===== src/rtl/przycisk_debounce.sv =====
`default_nettype none
// ============================================================================
// Module   : przycisk_debounce
// Brief    : Synchronises and debounces the step key and direction switch,
//            and produces ADD_SUB plus a 1-cycle STEP enable with auto-repeat.
// Revision : 1.0 - initial release
// ============================================================================
module przycisk_debounce #(
    parameter int DEBOUNCE_CYCLES = 1_000_000,
    parameter int REPEAT_EN       = 1,
    parameter int REPEAT_DELAY    = 25_000_000,
    parameter int REPEAT_PERIOD   = 12_587_500
) (
    input  logic CLK,
    input  logic RST,
    input  logic BTN_N,
    input  logic SW_DIR,
    output logic ADD_SUB,
    output logic STEP,
    output logic PRESSED
);

    localparam int c_MAX_A = (DEBOUNCE_CYCLES > REPEAT_DELAY) ? DEBOUNCE_CYCLES : REPEAT_DELAY;
    localparam int c_MAX   = (c_MAX_A > REPEAT_PERIOD) ? c_MAX_A : REPEAT_PERIOD;
    localparam int c_CNT_W = $clog2(c_MAX) + 1;

    localparam logic [c_CNT_W-1:0] c_CNT_ZERO = '0;
    localparam logic [c_CNT_W-1:0] c_CNT_ONE  = c_CNT_W'(1);
    localparam logic [c_CNT_W-1:0] c_CNT_MAX  = '1;
    localparam logic [c_CNT_W-1:0] c_DEB_LAST = c_CNT_W'(DEBOUNCE_CYCLES - 1);
    localparam logic [c_CNT_W-1:0] c_RD_LAST  = c_CNT_W'(REPEAT_DELAY - 1);
    localparam logic [c_CNT_W-1:0] c_RP_LAST  = c_CNT_W'(REPEAT_PERIOD - 1);
    localparam bit                 c_REPEAT   = (REPEAT_EN != 0);

    typedef enum logic [2:0] {
        ST_IDLE      = 3'd0,
        ST_DEB_PRESS = 3'd1,
        ST_HELD      = 3'd2,
        ST_REPEAT    = 3'd3,
        ST_DEB_REL   = 3'd4
    } state_t;

    logic               r_btn_sync1;
    logic               r_btn_sync2;
    logic               r_sw_sync1;
    logic               r_sw_sync2;
    logic               w_b;
    logic               w_s;

    state_t             r_state;
    state_t             w_state_next;
    logic [c_CNT_W-1:0] r_cnt;
    logic [c_CNT_W-1:0] w_cnt_next;
    logic               w_step_next;
    logic               w_pressed_next;
    logic               r_step;
    logic               r_pressed;

    logic [c_CNT_W-1:0] r_sc;
    logic               r_add_sub;

    // Both synchronisers reset to the idle levels: key released, count up.
    always_ff @(posedge CLK) begin
        if (RST) begin
            r_btn_sync1 <= 1'b1;
            r_btn_sync2 <= 1'b1;
            r_sw_sync1  <= 1'b1;
            r_sw_sync2  <= 1'b1;
        end else begin
            r_btn_sync1 <= BTN_N;
            r_btn_sync2 <= r_btn_sync1;
            r_sw_sync1  <= SW_DIR;
            r_sw_sync2  <= r_sw_sync1;
        end
    end

    assign w_b = ~r_btn_sync2;
    assign w_s = r_sw_sync2;

    // Direction filter runs on its own counter, independent of the key FSM.
    always_ff @(posedge CLK) begin
        if (RST) begin
            r_sc      <= c_CNT_ZERO;
            r_add_sub <= 1'b1;
        end else if (w_s == r_add_sub) begin
            r_sc      <= c_CNT_ZERO;
        end else if (r_sc == c_DEB_LAST) begin
            r_add_sub <= w_s;
            r_sc      <= c_CNT_ZERO;
        end else begin
            r_sc      <= r_sc + c_CNT_ONE;
        end
    end

    always_ff @(posedge CLK) begin
        if (RST) begin
            r_state   <= ST_IDLE;
            r_cnt     <= c_CNT_ZERO;
            r_step    <= 1'b0;
            r_pressed <= 1'b0;
        end else begin
            r_state   <= w_state_next;
            r_cnt     <= w_cnt_next;
            r_step    <= w_step_next;
            r_pressed <= w_pressed_next;
        end
    end

    always_comb begin
        w_state_next = r_state;
        w_cnt_next   = r_cnt;
        w_step_next  = 1'b0;
        case (r_state)
            ST_IDLE: begin
                // The entry sample counts as the first stable one.
                if (w_b) begin
                    w_state_next = ST_DEB_PRESS;
                    w_cnt_next   = c_CNT_ONE;
                end
            end
            ST_DEB_PRESS: begin
                if (!w_b) begin
                    w_state_next = ST_IDLE;
                    w_cnt_next   = c_CNT_ZERO;
                end else if (r_cnt == c_DEB_LAST) begin
                    w_state_next = ST_HELD;
                    w_cnt_next   = c_CNT_ZERO;
                    w_step_next  = 1'b1;
                end else begin
                    w_cnt_next   = r_cnt + c_CNT_ONE;
                end
            end
            ST_HELD: begin
                if (!w_b) begin
                    w_state_next = ST_DEB_REL;
                    w_cnt_next   = c_CNT_ZERO;
                end else if (c_REPEAT && (r_cnt == c_RD_LAST)) begin
                    w_state_next = ST_REPEAT;
                    w_cnt_next   = c_CNT_ZERO;
                    w_step_next  = 1'b1;
                end else if (r_cnt != c_CNT_MAX) begin
                    w_cnt_next   = r_cnt + c_CNT_ONE;
                end
            end
            ST_REPEAT: begin
                if (!w_b) begin
                    w_state_next = ST_DEB_REL;
                    w_cnt_next   = c_CNT_ZERO;
                end else if (r_cnt == c_RP_LAST) begin
                    w_cnt_next   = c_CNT_ZERO;
                    w_step_next  = 1'b1;
                end else begin
                    w_cnt_next   = r_cnt + c_CNT_ONE;
                end
            end
            ST_DEB_REL: begin
                // A bounce back to pressed restarts repeat timing from HELD.
                if (w_b) begin
                    w_state_next = ST_HELD;
                    w_cnt_next   = c_CNT_ZERO;
                end else if (r_cnt == c_DEB_LAST) begin
                    w_state_next = ST_IDLE;
                    w_cnt_next   = c_CNT_ZERO;
                end else begin
                    w_cnt_next   = r_cnt + c_CNT_ONE;
                end
            end
            default: begin
                w_state_next = ST_IDLE;
                w_cnt_next   = c_CNT_ZERO;
            end
        endcase
    end

    assign w_pressed_next = (w_state_next == ST_HELD)   ||
                            (w_state_next == ST_REPEAT) ||
                            (w_state_next == ST_DEB_REL);

    assign ADD_SUB = r_add_sub;
    assign STEP    = r_step;
    assign PRESSED = r_pressed;

endmodule
`default_nettype wire


===== config.mk =====
export PLATFORM = sky130hd
export DESIGN_NAME = przycisk_debounce
export DESIGN_NICKNAME = d
export VERILOG_FILES = /design/src/rtl/przycisk_debounce.sv
export SDC_FILE = /design/constraint.sdc
export NUM_CORES = 1
export LEC_CHECK = 0
export BUFFER_PORTS_ARGS = -buffer_cell sky130_fd_sc_hd__buf_2
export CAP_MARGIN = 15
export CORE_MARGIN = 4
export CORE_UTILIZATION = 45
export DETAILED_ROUTE_END_ITERATION = 8
export PLACE_DENSITY_LB_ADDON = 0.08
export SLEW_MARGIN = 10
export SYNTH_ARGS = -nofsm -noshare
export SYNTH_HDL_FRONTEND = slang
export SYNTH_SLANG_ARGS = --single-unit
export TNS_END_PERCENT = 1

===== constraint.sdc =====
create_clock -name CLK -period 2.06 [get_ports CLK]
set_input_delay 0.412 -clock CLK [delete_from_list [all_inputs] [get_ports CLK]]
set_output_delay 0.412 -clock CLK [all_outputs]
set_load 0.02 [all_outputs]

==> impl_results.md <==
* Status: finished clean
* Hold slack at 0.258 ns
* Avg Vias per Cell at 5.23
* Most numerous cell in the Yosys netlist: dfxtp_1
* Seq/Total Area, Yosys at 39.4%
* Tcrit/Tclk final at 98.1%
* R2R setup slack at 0.04 ns
* Layout cells sized above 1 at 27.1%
* DRT antenna net count at 0
* Initial antenna violation count at 0
* Layout Area Growth over Synthesis at 19.6%
* Number of synthesized flops with an enable pin at 0
* Place WS at -0.0104 ns
* Kind of critical path: register to register
* Hpwl dp at 5.03 mm
* Vias at 2,605
* Post-Syn Area at 3150 um^2
* First DRT Iteration DRCs at 80
* Fin util at 55.5%
* Hold-fix buffers, CTS at 0
* Syn nets at 361
* Final setup vio count at 0
* Asr flop ratio synth at 0%
* Leakage at 1.30 nW
* CTS tree: yes
* Clk_lat worst skew at 0.34 ns
* Netlist cell types at 55
* Clock Tree Buf Depth at 2
* Startpoint Class: register
* GRT overflow at 0
* Fin Clk Skew at 0.00630 ns
* Largest net degree at the start of global routing at 27
* Worst-path clk slew at 0.07 ns
* Fmax at 495 MHz
* Port bufs at 6
* Die Width at 91.7 um
* Flops & latches, synth at 62
* Core Area at 6790 um^2
* Total global-route track usage at 17.7%
* Die Span Y at 91.7 um
* Largest area contributor in the netlist: dfxtp_1
* Final wirelength at 6.83 mm
* Io pins at 7
* Clock Root Buffer: clkbuf_8
* Min Tclk post-route at 2.02 ns
* Ranking of synthesized cells by area: dfxtp_1 (39%), xor2_1 (6.7%), nor2_1 (5.7%)
* Nets at 403
* Clk sinks at 62
* Max Cap Violations at 0
* Commonest cells in the netlist: dfxtp_1 (62), nor2_1 (48), nand2_1 (27), xor2_1 (24), nand3_1 (23)
* GPL Wtd Cong at 0.854
* Die ar. at 8400 um^2
* Number of CTS-inserted buffers at 9
* Syn. warnings at 0
* Fin area at 3770 um^2
* Main synth FF type: dfxtp_1
* Critical path fanouts, max at 21
* Hold Path Class: primary input to register
* Drt pass-1 iters at 4
* Slew HR at 71.3%
* Area fraction of the dominant cell type after synthesis at 39.4%
* Synthesized area per cell at 8.87 um^2
* CP arrival at 2.25 ns
* Row count at 30
* Worst Slack Setup Final at 0.0398 ns
* Crit. End Element: register
* First-pass GRT wire length at 11.9 mm
* Worst vdd ir at 0.294 mV
* RSZ-0062 raised after global routing: true
* # diodes at 0
* Least-Margin Pin Slew at 0.427 ns
* Initial Util at 46.4%
* DR WL/cell at 13.7 um
* Vias in the first global route at 2,508
* DRC at 0
* DP Area at 3490 um^2
* Power per cell area at 602 nW/um^2
* Fin. Hold Viols at 0
* Max-slew violation count at 0
* Syn Inst Count at 355
* Worst Path Required at 2.29 ns
* H-tree depth at 3
==> state kept, by name, indices dropped and copies added, names as in the netlist <==
name	cells
r_cnt	26
STEP	1
r_btn_sync1	1
r_state	3
r_sc	26
PRESSED	1
r_btn_sync2	1
r_sw_sync2	1
r_sw_sync1	1
ADD_SUB	1
==> per-layer routing <==
metal	wire length (um)	vias up	track usage, %
li1	-	1341	-
met1	3040	1217	21.6
met2	3520	37	30.2
met3	189	10	5.17
met4	82	0	5.15
met5	0	-	0
==> placed cells by master (no fill, tap or decap), types with 5 or more instances in the layout <==
cell type  netlist  final
a21oi_1         10      9
and3_1           8      8
buf_2            4      6
buf_4            0     36
clkbuf_8         3     11
dfxtp_1         62     55
dfxtp_2          0      7
nand2_1         27     27
nand3_1         23     23
nand4_1         14     14
nor2_1          48     48
nor2_2           9      9
nor3_1          15     13
nor4_1          12      9
o21ai_0          5      5
or2_2            7      7
xnor2_1         18     18
xor2_1          24     24
==> logic make-up after synthesis <==
family                   count (synthesis)  synth area share [%]
flip-flops                              62                  39.4
AND/OR/NAND/NOR                        198                  35.4
multiplexers                             2                 0.675
AO/OA/AOI/OAI                           31                  7.47
adder cells (fa/ha/maj)                  2                 0.794
XOR/XNOR                                42                  11.7
buffers and inverters                   18                  4.57
==> where the power goes <==
group / leakage (nW) / internal (W) / total (W) / switching, W
sequential: 0.504 / 0.00121 / 0.00121 / 0.00000387
clock: 0.0913 / 0.000499 / 0.000978 / 0.000479
combinational: 0.702 / 0.0000326 / 0.0000811 / 0.0000485
total: 1.30 / 0.00174 / 0.00227 / 0.000532
==> cell type report <==
cell class	count	area [um^2]
flip-flops and latches	62	1250
fillers	631	3030
clock inverters	5	33.8
inverters	4	15.0
clock buffers	11	151
multi-input cells	275	1840
repair buffers	45	360
well taps	96	120
==> path summary, 6_finish.rpt <==
check / start / end / cells past startpoint
max: r_cnt[1] / r_cnt[15] / 8
min: BTN_N / r_btn_sync1 / 2
max reg2reg: r_cnt[1] / r_cnt[15] / 8
min reg2reg: r_sw_sync1 / r_sw_sync2 / 1
==> stage by stage <==
stage / setup TNS (ns) / total power, W / std cells
after CTS: 0 / 0.00231 / 497
after floorplan: 0 / 0.00129 / 355
after global placement: 0 / 0.00132 / 481
after global routing: -0.117 / 0.00237 / 498
final: 0 / 0.00227 / 498
after detailed placement: -0.0283 / 0.00132 / 481
==> critical path, stage by stage, from the launching register on <==
cell       delay, ns
dfxtp_2         0.35
ha_4            0.15
nand4bb_1       0.12
or4_1           0.44
nor3_2          0.21
a21oi_2         0.11
o31ai_4         0.26
buf_12          0.20
nor2_1          0.06
==> timing repair <==
action                                  4_1_cts  5_1_grt
hold endpoints to repair                      0        0
cloned                                        0        0
setup buffers                                 0        1
gates resized for setup                       3       16
pin swaps                                     0        6
endpoints found under the setup margin        6       53
(Power assumes the default switching activity.)
